==> config.mk <==
export PLATFORM = sky130hd
export DESIGN_NAME = intp_sample_feeder
export DESIGN_NICKNAME = d
export VERILOG_FILES = /design/src/rtl/intp_sample_feeder.sv
export SDC_FILE = /design/constraint.sdc
export NUM_CORES = 1
export LEC_CHECK = 0
export ABC_CLOCK_PERIOD_IN_PS = 3000
export CAP_MARGIN = 20
export CORE_UTILIZATION = 30
export CTS_CLUSTER_SIZE = 8
export DETAILED_ROUTE_END_ITERATION = 10
export PLACE_DENSITY_LB_ADDON = 0.3
export SETUP_SLACK_MARGIN = 0.1
export SKIP_CTS_REPAIR_TIMING = 1
export SYNTH_ARGS = -nofsm -noshare
export SYNTH_HDL_FRONTEND = slang
export SYNTH_SLANG_ARGS = --single-unit
==> constraint.sdc <==
create_clock -name clk -period 3 [get_ports clk]
set_input_delay 0.3 -clock clk [delete_from_list [all_inputs] [get_ports clk]]
set_output_delay 0.3 -clock clk [all_outputs]
set_load 0.005 [all_outputs]
==> src/rtl/intp_sample_feeder.sv <==
// Feeds complex samples from a non-show-ahead FIFO to the linear interpolator as
// real/imag beat pairs, one frame of N samples per accepted cfg_start.
module intp_sample_feeder #(
    parameter int W  = 24,
    parameter int LW = 16
) (
    input  logic          clk,
    input  logic          rst_n,
    input  logic          cfg_start,
    input  logic [W-1:0]  cfg_k_pos,
    input  logic [LW-1:0] cfg_num_samples,
    input  logic          fifo_empty,
    output logic          fifo_rd_en,
    input  logic [2*W-1:0] fifo_rdata,
    output logic          start_v_intp,
    output logic [W-1:0]  k_pos,
    output logic          op_from_fifo_vld,
    output logic          is_real,
    output logic [W-1:0]  op_from_fifo,
    output logic          busy,
    output logic          frame_done,
    output logic          cfg_err
);

    typedef enum logic [2:0] {
        IDLE,
        INIT,
        RD,
        CAP,
        IMAG,
        DRAIN
    } state_t;

    // Clears the position sign bit while still consuming every input bit.
    localparam logic [W-1:0] K_MASK = {1'b0, {(W-1){1'b1}}};

    state_t        state_reg;
    logic [LW-1:0] cnt_reg;
    logic [1:0]    drain_reg;
    logic [W-1:0]  k_pos_reg;
    logic          rd_en_reg;
    logic          start_reg;
    logic          busy_reg;
    logic          done_reg;
    logic          err_reg;

    logic          data_vld_reg;
    logic          imag_pend_reg;
    logic [W-1:0]  imag_hold_reg;
    logic          vld_reg;
    logic          is_real_reg;
    logic [W-1:0]  op_reg;

    // Control FSM. CAP is the cycle the pop is on the FIFO port; IMAG is the cycle
    // its data lands, which is also the earliest point the next pop may be issued
    // so that pops stay two cycles apart and beats stay back to back.
    always_ff @(posedge clk or negedge rst_n) begin
        if (!rst_n) begin
            state_reg <= IDLE;
            cnt_reg   <= '0;
            drain_reg <= '0;
            k_pos_reg <= '0;
            rd_en_reg <= 1'b0;
            start_reg <= 1'b0;
            busy_reg  <= 1'b0;
            done_reg  <= 1'b0;
            err_reg   <= 1'b0;
        end else begin
            rd_en_reg <= 1'b0;
            start_reg <= 1'b0;
            done_reg  <= 1'b0;
            err_reg   <= 1'b0;
            case (state_reg)
                IDLE: begin
                    if (cfg_start) begin
                        if (cfg_num_samples >= LW'(2)) begin
                            k_pos_reg <= cfg_k_pos & K_MASK;
                            cnt_reg   <= cfg_num_samples;
                            start_reg <= 1'b1;
                            busy_reg  <= 1'b1;
                            state_reg <= INIT;
                        end else begin
                            err_reg <= 1'b1;
                        end
                    end
                end
                INIT: begin
                    state_reg <= RD;
                end
                RD: begin
                    if (!fifo_empty && (cnt_reg != '0)) begin
                        rd_en_reg <= 1'b1;
                        cnt_reg   <= cnt_reg - LW'(1);
                        state_reg <= CAP;
                    end
                end
                CAP: begin
                    state_reg <= IMAG;
                end
                IMAG: begin
                    if (cnt_reg == '0) begin
                        drain_reg <= '0;
                        state_reg <= DRAIN;
                    end else if (!fifo_empty) begin
                        rd_en_reg <= 1'b1;
                        cnt_reg   <= cnt_reg - LW'(1);
                        state_reg <= CAP;
                    end else begin
                        state_reg <= RD;
                    end
                end
                DRAIN: begin
                    // Lines frame_done up with the interpolator's last imag result.
                    if (drain_reg == 2'd2) begin
                        done_reg  <= 1'b1;
                        busy_reg  <= 1'b0;
                        state_reg <= IDLE;
                    end else begin
                        drain_reg <= drain_reg + 2'd1;
                    end
                end
                default: begin
                    state_reg <= IDLE;
                end
            endcase
        end
    end

    // Beat serialiser: real half goes out the cycle after data lands, imag half
    // from the hold register on the following cycle.
    always_ff @(posedge clk or negedge rst_n) begin
        if (!rst_n) begin
            data_vld_reg  <= 1'b0;
            imag_pend_reg <= 1'b0;
            imag_hold_reg <= '0;
            vld_reg       <= 1'b0;
            is_real_reg   <= 1'b0;
            op_reg        <= '0;
        end else begin
            data_vld_reg <= rd_en_reg;
            if (data_vld_reg) begin
                vld_reg       <= 1'b1;
                is_real_reg   <= 1'b1;
                op_reg        <= fifo_rdata[2*W-1:W];
                imag_hold_reg <= fifo_rdata[W-1:0];
                imag_pend_reg <= 1'b1;
            end else if (imag_pend_reg) begin
                vld_reg       <= 1'b1;
                is_real_reg   <= 1'b0;
                op_reg        <= imag_hold_reg;
                imag_pend_reg <= 1'b0;
            end else begin
                vld_reg     <= 1'b0;
                is_real_reg <= 1'b0;
            end
        end
    end

    assign fifo_rd_en       = rd_en_reg;
    assign start_v_intp     = start_reg;
    assign k_pos            = k_pos_reg;
    assign op_from_fifo_vld = vld_reg;
    assign is_real          = is_real_reg;
    assign op_from_fifo     = op_reg;
    assign busy             = busy_reg;
    assign frame_done       = done_reg;
    assign cfg_err          = err_reg;

endmodule

=== Word-level counts from Yosys, hierarchy flattened ===
Index checks and enable logic that the tools add are counted.

* Output and inout bits: 55
* Bits in registers: 100
* Input port bits: 92

* Equality and inequality tests: 14
* $lt $le $gt $ge: 1
* Add/sub/neg operators: 2
* Reduce and logical (&&, ||, !) cells: 14
* Mux-type cells: 37

{| class="wikitable"
|+ Operator list
! kind !! number
|-
| $mux W16 || 5
|-
| $mux W24 || 2
|-
| $pmux W16 S3 || 1
|-
| $mux W1 || 18
|-
| $pmux W3 S6 || 1
|-
| $ge A16 B2 Y1 const B || 1
|-
| $logic_not A16 Y1 || 1
|-
| $ne A2 B2 Y1 const B || 8
|-
| $reduce_bool A16 Y1 || 1
|-
| $sub A16 B1 Y16 const B || 1
|-
| $mux W3 || 5
|-
| $reduce_and A4 Y1 || 2
|-
| $eq A3 B2 Y1 const B || 2
|-
| $eq A3 B3 Y1 const B || 2
|-
| $reduce_and A3 Y1 || 2
|-
| $reduce_and A6 Y1 || 1
|-
| $reduce_bool A2 Y1 || 3
|-
| $mux W2 || 2
|-
| $pmux W1 S2 || 2
|-
| $pmux W2 S2 || 1
|-
| $eq A3 B1 Y1 const B || 1
|-
| $logic_not A3 Y1 || 1
|-
| $reduce_bool A3 Y1 || 1
|-
| $add A2 B1 Y2 const B || 1
|-
| 3 further kinds || 3
|}

=== Logic depth before layout (Yosys ltp) ===
Gate-level depths: netlist (run 1).

* Depth in word-level cells: 4
* Depth in mapped cells: 9
* Depth with buffers taken out: 7

=== Worst setup path before layout (run 1) ===
Ideal clock, no wire load.

* Path type: register -> register
* Start: register cnt_reg[0]
* End: register cnt_reg[13]
* Data arrival time: 2.308 ns
* Stages on the path, launching flop included: 10
* Data required time: 2.879 ns
* Setup slack: 0.571 ns
* Period minus slack after synthesis: 2.429 ns
* Library setup time: 0.121 ns
* Path buffers: 2
* Path through: dfrtp_1 inv_1 ha_1 or3b_2 clkbuf_1 or4_4 a32oi_2 buf_6 a21oi_1 o22a_1

* Word-level cells in the longest chain between the ends: 4
* Elaborated cells between the ends (all ways): 11
* Classes of those cells: add/sub (1); eq/ne (2); mux (4); reduce/logical (4)

{| class="wikitable"
|+ RTL lines
! item !! RTL line !! text
|-
| start: declaration || 38 || <nowiki>logic [LW-1:0] cnt_reg;</nowiki>
|-
| start signal: assignment || 78 || <nowiki>cnt_reg <= cfg_num_samples;</nowiki>
|-
| start signal: assignment || 93 || <nowiki>cnt_reg <= cnt_reg - LW'(1);</nowiki>
|-
| start signal: assignment || 106 || <nowiki>cnt_reg <= cnt_reg - LW'(1);</nowiki>
|-
| $sub A16 B1 Y16 / $reduce_bool A16 Y1 (equally long branches) || 93, 106, 91 ||
|-
| $mux W16 / $logic_and A1 B1 Y1 (equally long branches) || 104, 91 ||
|-
| $mux W16 / $ne A2 B2 Y1 (equally long branches) || -- ||
|-
| $pmux W16 S3 / $reduce_and A6 Y1 (equally long branches) || -- ||
|}

Several ways; a longest one is shown, not always the timed one. The select of a mux whose other input is x is not followed.
A chain may end at the register's enable or synchronous reset.

=== Worst setup path in the final report (run 1) ===
Ends and elaborated chain as after synthesis.

==> flow_summary.yaml, run 1 <==
outcome:
  status: "completed"
placement:
  place.gp.congestion: 0.784
  io_buffer_count: 144
  hpwlAfterDp_mm: 7.57
global_routing:
  antenna_found_initial: 0
  grt_max_degree: 68
  overflow: 0
  track_usage_pct: 14.3
  grt_pass1_wl_mm: 16.8
  grt_pass1_vias: 3465
synth:
  synth_nets: 477
  synth.avg_cell_area_sq_um: 11.5
  synthFlopType: "dfrtp_1"
  synth_cell_types: 46
  syn_area_sq_um: 4400
  ys_ff_latch: 100
  yosys.area.top_type: "dfrtp_1"
  yosys-top-cells-area: "dfrtp_1, mux2_2, mux2i_1"
  yosysTopAreaCellShare_pct: 56.9
  ys_warn_count: 0
  synth_cells: 383
  async_reset_ff_share_pct: 100
  synth_edf_count: 0
  yosysSeqAreaShare_pct: 56.9
worst_setup_path:
  cp_top_family: "simple AND/OR/NAND/NOR gates"
  critPathKind: "reg2reg"
  crit_path_end_kind: "flop"
  start_kind: "flop"
  crit_path_cell_trace: "inv_1 > ha_1 > or3b_2 > or4_4 > a32oi_2 > buf_4 > a21oi_1 > o22a_1"
  required_ns: 3.23
  crit_path_max_incr_delay_ns: 0.54
  arrival_ns: 2.83
  crit_buf_inv: 2
  cp_slowest_cell: "or3b_2"
  crit_fanout: 31
cells_and_area:
  drive_above_1_share_pct: 14.8
  num_antenna_cells: 0
  nFillCells: 1316
  fin_nets: 615
  area_growth_pct: 43.6
hold_path:
  hold_class: "in2async"
sta:
  period_needed_ns: 2.61
  fin_skew_ns: 0.00498
  relSlewSlack_pct: 35.9
  setup_tns_ns: 0
  finalCritPeriodShare_pct: 86.8
  rsz0062_at_grt: "false"
  setup_violations: 0
  slew_violations: 0
  final-hold-violation-count: 0
  worst_slew_pin_slew_ns: 0.962
  max_freq_ghz: 0.384
  whs_ns: 0.0647
drt:
  ant_nets: 0
  drc: 0
  num_vias: 3440
  detail_route.wl_per_cell_microns: 15.0
  dr.pass1.iters: 4
  via_per_inst: 4.87
  routed_wl_mm: 10.6
  first_iter_violations: 173
power:
  leakagePower_nw: 2.54
  p_per_area_nw_per_um2: 998
  ir_worst_vdd_mv: 0.371
clock_network:
  cts_max_path_buffers: 2
  htreeDepth: 3
  cts_tree: "done"
  clk_latency_ns: 0.34
  root_buffer: "clkbuf_16"
  cts.reportedPaths.clkPinSlew_ns: 0.07
  cts_num_sinks: 100
  cts_buffers: 9
job:
  drv_cap: 0
die:
  num_rows: 43
  ioPinCount: 147
  die_area_sq_um: 15100
  coreArea_sq_um: 14100
  start_util_pct: 31.2
  fp.dieW_microns: 123
  fp.dieH_microns: 123
==> cell families after synthesis <==
kind of cell | Yosys count | share of synthesized area [%]
adders and majority gates | 2 | 0.569
and+or+nand+nor | 84 | 9.39
muxes | 73 | 18.0
other | 1 | 0.0853
AOI/OAI and AO/OA | 87 | 11.5
DFF | 100 | 56.9
buffers and inverters | 35 | 3.39
xor gates and xnor gates | 1 | 0.199
==> final timing paths <==
| kind | from | end | slack [ns] | cells past startpoint |
|---|---|---|---|---|
| max | cnt_reg[0] | cnt_reg[13] | 0.39 | 8 |
| min | rst_n | imag_hold_reg[14] | 0.06 | 1 |
| max reg2reg | cnt_reg[0] | cnt_reg[13] | 0.39 | 8 |
| min reg2reg | fifo_rd_en | data_vld_reg | 0.37 | 0 |
| min in group clk | fifo_rd_en | data_vld_reg | 0.37 | 0 |
| max in group asynchronous | rst_n | k_pos[19] | 2.12 | 2 |
==> synth_stat cells, types with 2 or more instances <==
cell type / n
dfrtp_1: 100
mux2_2: 47
o21ai_0: 47
nand2_1: 27
mux2i_1: 26
nor2_1: 20
a21oi_1: 19
clkbuf_1: 18
inv_1: 9
nor3_1: 9
nor4_1: 7
or4_1: 4
and3_1: 3
buf_1: 3
nand2b_1: 3
buf_2: 2
buf_4: 2
ha_1: 2
nor2b_1: 2
o21a_1: 2
o22a_1: 2
o2bb2ai_1: 2
o311ai_0: 2
or2_2: 2
or3_1: 2
==> worst reg2reg max path, delay by kind of cell, from the launching register on <==
kind,cells,cell delay (ns)
and+or+nand+nor,2,1.06
AOI/OAI and AO/OA,3,0.47
DFF,1,0.41
buffers and inverters,2,0.38
adders and majority gates,1,0.18
==> layer usage <==
| layer | track usage [%] | vias up | wire, microns |
|---|---|---|---|
| met5 | 0 | - | 0 |
| met3 | 4.84 | 6 | 637 |
| met1 | 17.2 | 1695 | 4800 |
| met2 | 24.4 | 98 | 5080 |
| met4 | 3.92 | 0 | 66 |
| li1 | - | 1641 | - |
==> through the flow <==
step | utilization (%) | cell area [sq um] | instances | total power (W) | worst slack, ns
after floorplan | - | 4400 | 383 | 0.00397 | 0.571
after global placement | 42.7 | 6020 | 690 | 0.00506 | 0.449
after detailed placement | 42.7 | 6020 | 690 | 0.00519 | 0.397
after CTS | 44.8 | 6320 | 706 | 0.00639 | 0.383
after global routing | 44.8 | 6320 | 706 | 0.00681 | 0.260
final | 44.8 | 6320 | 706 | 0.00630 | 0.395
==> cells in the final DEF, fill, tap and decap left out, drive strengths merged, types with 2 or more instances in the layout <==
cell type and instances:
o21ai 48, o311ai 2, nand2b 3, clkdlybuf4s50 143, o21a 2, or4 5, nor3 9, clkbuf 10
nand2 27, and3 3, or2 2, dfrtp 100, ha 2, nor2 20, clkinv 2, or3 2
a21oi 19, inv 11, nor4 7, o22a 2, buf 10, o2bb2ai 2, mux2i 26, a32oi 2
mux2 47, nor2b 2
==> final cells by class <==
cell class	instances	area [sq um]	share of cell area, %
Clock buffer	10	229	3.63
Multi-Input combinational cell	248	1750	27.7
Sequential cell	100	2500	39.6
Inverter	9	33.8	0.535
Timing Repair Buffer	153	1510	23.9
Tap cell	180	225	3.57
Clock inverter	6	71.3	1.13
==> where the power goes <==
part | switching, W | internal, W
Combinational | 0.00113 | 0.00155
Sequential | 0.000437 | 0.00202
Clock | 0.000514 | 0.000656
(Power assumes the default switching activity.)
==> run 2: changes to the inputs <==
ABC_CLOCK_PERIOD_IN_PS = not set   (was 3000)
DONT_BUFFER_PORTS = 1   (was not set)
clock period = 2.2 ns   (was 3 ns; I/O delays follow)
==> flow_summary.yaml, run 2 (synthesized netlist as in run 1, its figures left out) <==
sta:
  setup_violations: 16
  slew_violations: 0
  setup_slack_ns: -0.115
  whs_ns: -0.423
  finalCritPeriodShare_pct: 105
  rsz0062_at_grt: "true"
  fin_skew_ns: 0.00830
  final-hold-violation-count: 100
  setup_tns_ns: -1.23
  period_needed_ns: 2.31
  max_freq_ghz: 0.432
worst_setup_path:
  rr_endpoint: "cnt_reg[4]"
  crit_fanout: 8
  r2r.worst_path.cells: 6
  reg2reg_from: "cnt_reg[12]"
  reg2reg_setup_slack_ns: -0.11
  crit_path_end_kind: "flop"
  start_kind: "flop"
  critPathKind: "reg2reg"
  required_ns: 2.46
  arrival_ns: 2.57
drt:
  dr.pass1.iters: 4
  first_iter_violations: 86
  drc: 0
  detail_route.wl_per_cell_microns: 16.8
  ant_nets: 0
  routed_wl_mm: 9.87
  via_per_inst: 5.16
  num_vias: 3039
power:
  ir_worst_vdd_mv: 0.581
  leakagePower_nw: 2.16
  p_per_area_nw_per_um2: 1560
  finalPower_w: 0.00824
global_routing:
  track_usage_pct: 12.3
  grt_pass1_vias: 2934
  overflow: 0
  antenna_found_initial: 0
  grt_max_degree: 101
  grt_pass1_wl_mm: 14.4
die:
  fp.dieH_microns: 123
  fp.dieW_microns: 123
  die_area_sq_um: 15100
  ioPinCount: 147
  num_rows: 43
  coreArea_sq_um: 14100
  start_util_pct: 31.2
placement:
  place.gp.congestion: 0.766
  io_buffer_count: 0
  hpwlAfterDp_mm: 6.84
clock_network:
  cts_num_sinks: 100
  clk_latency_ns: 0.34
  cts_tree: "done"
  htreeDepth: 3
  cts.reportedPaths.clkPinSlew_ns: 0.07
  root_buffer: "clkbuf_16"
  cts_buffers: 9
  cts_max_path_buffers: 2
cells_and_area:
  final_cell_mix: "dfrtp_1, mux2_2, o21ai_0, nand2_1, mux2i_1"
  area_growth_pct: 20.0
  drive_above_1_share_pct: 27.9
  num_antenna_cells: 0
  fin_nets: 498
  layout_commonest_cell: "dfrtp_1"
  final_util_pct: 37.4
  nFillCells: 1376
hold_path:
  hold_class: "in2async"
outcome:
  violations: "hold timing, setup timing"
  status: "finished, violations left"
job:
  drv_cap: 0
-- run 2: cell types whose count changed in the layout (fill, tap and decap cells not counted), sizes merged --
cell / before / now
clkdlybuf4s50: 143 / 0
buf: 10 / 29
dlygate4sd3: 0 / 5
clkbuf: 10 / 12
clkinv: 2 / 1
clkinvlp: 1 / 2
-- run 2: report_power, final --
part | internal, W | switching [W]
sequential | 0.00276 | 0.000708
combinational | 0.00169 | 0.00147
clock | 0.000923 | 0.000684
total | 0.00537 | 0.00287
-- run 2: layer usage --
metal | wire [microns] | share of wire (%) | track usage, %
met5 | 0 | 0 | 0
met2 | 4800 | 49 | 20.8
met4 | 99 | 1.0 | 3.84
met1 | 4050 | 41 | 14.2
met3 | 916 | 9.3 | 4.94
-- run 2: stage by stage --
| stage | instances | setup slack, ns | instance area, sq um |
|---|---|---|---|
| 4_1_cts | 580 | -0.0771 | 5080 |
| 3_5_place_dp | 564 | -0.0605 | 4770 |
| 3_3_place_gp | 564 | -0.0402 | 4770 |
| 6_report | 589 | -0.115 | 5280 |
| 2_1_floorplan | 383 | -0.0321 | 4410 |
| 5_1_grt | 589 | -0.162 | 5280 |
-- run 2: layout make-up --
type                            count  area, sq um  area share (%)
Sequential cell                   100         2500            47.4
Clock buffer                       10          239            4.53
Multi-Input combinational cell    248         1830            34.7
Timing Repair Buffer               36          372            7.04
Inverter                            9         33.8           0.640
Tap cell                          180          225            4.27
Clock inverter                      6         71.3            1.35
-- run 2: worst max-delay path, cell delays in order, from the launching register on --
cell	delay [ns]
dfrtp_1	0.38
or4_4	0.54
or4_4	0.57
a32oi_4	0.33
clkbuf_16	0.23
a21oi_1	0.04
o22ai_1	0.14
-- run 2: worst max-delay path by stage --
stage	end	from	slack, ns
4_1_cts	drain_reg[0]	cnt_reg[1]	-0.08
5_1_grt	cnt_reg[0]	cnt_reg[12]	-0.16
3_3_place_gp	cnt_reg[14]	cnt_reg[9]	-0.04
2_1_floorplan	drain_reg[0]	cnt_reg[0]	-0.03
3_5_place_dp	drain_reg[0]	cnt_reg[1]	-0.06
6_report	cnt_reg[4]	cnt_reg[12]	-0.11
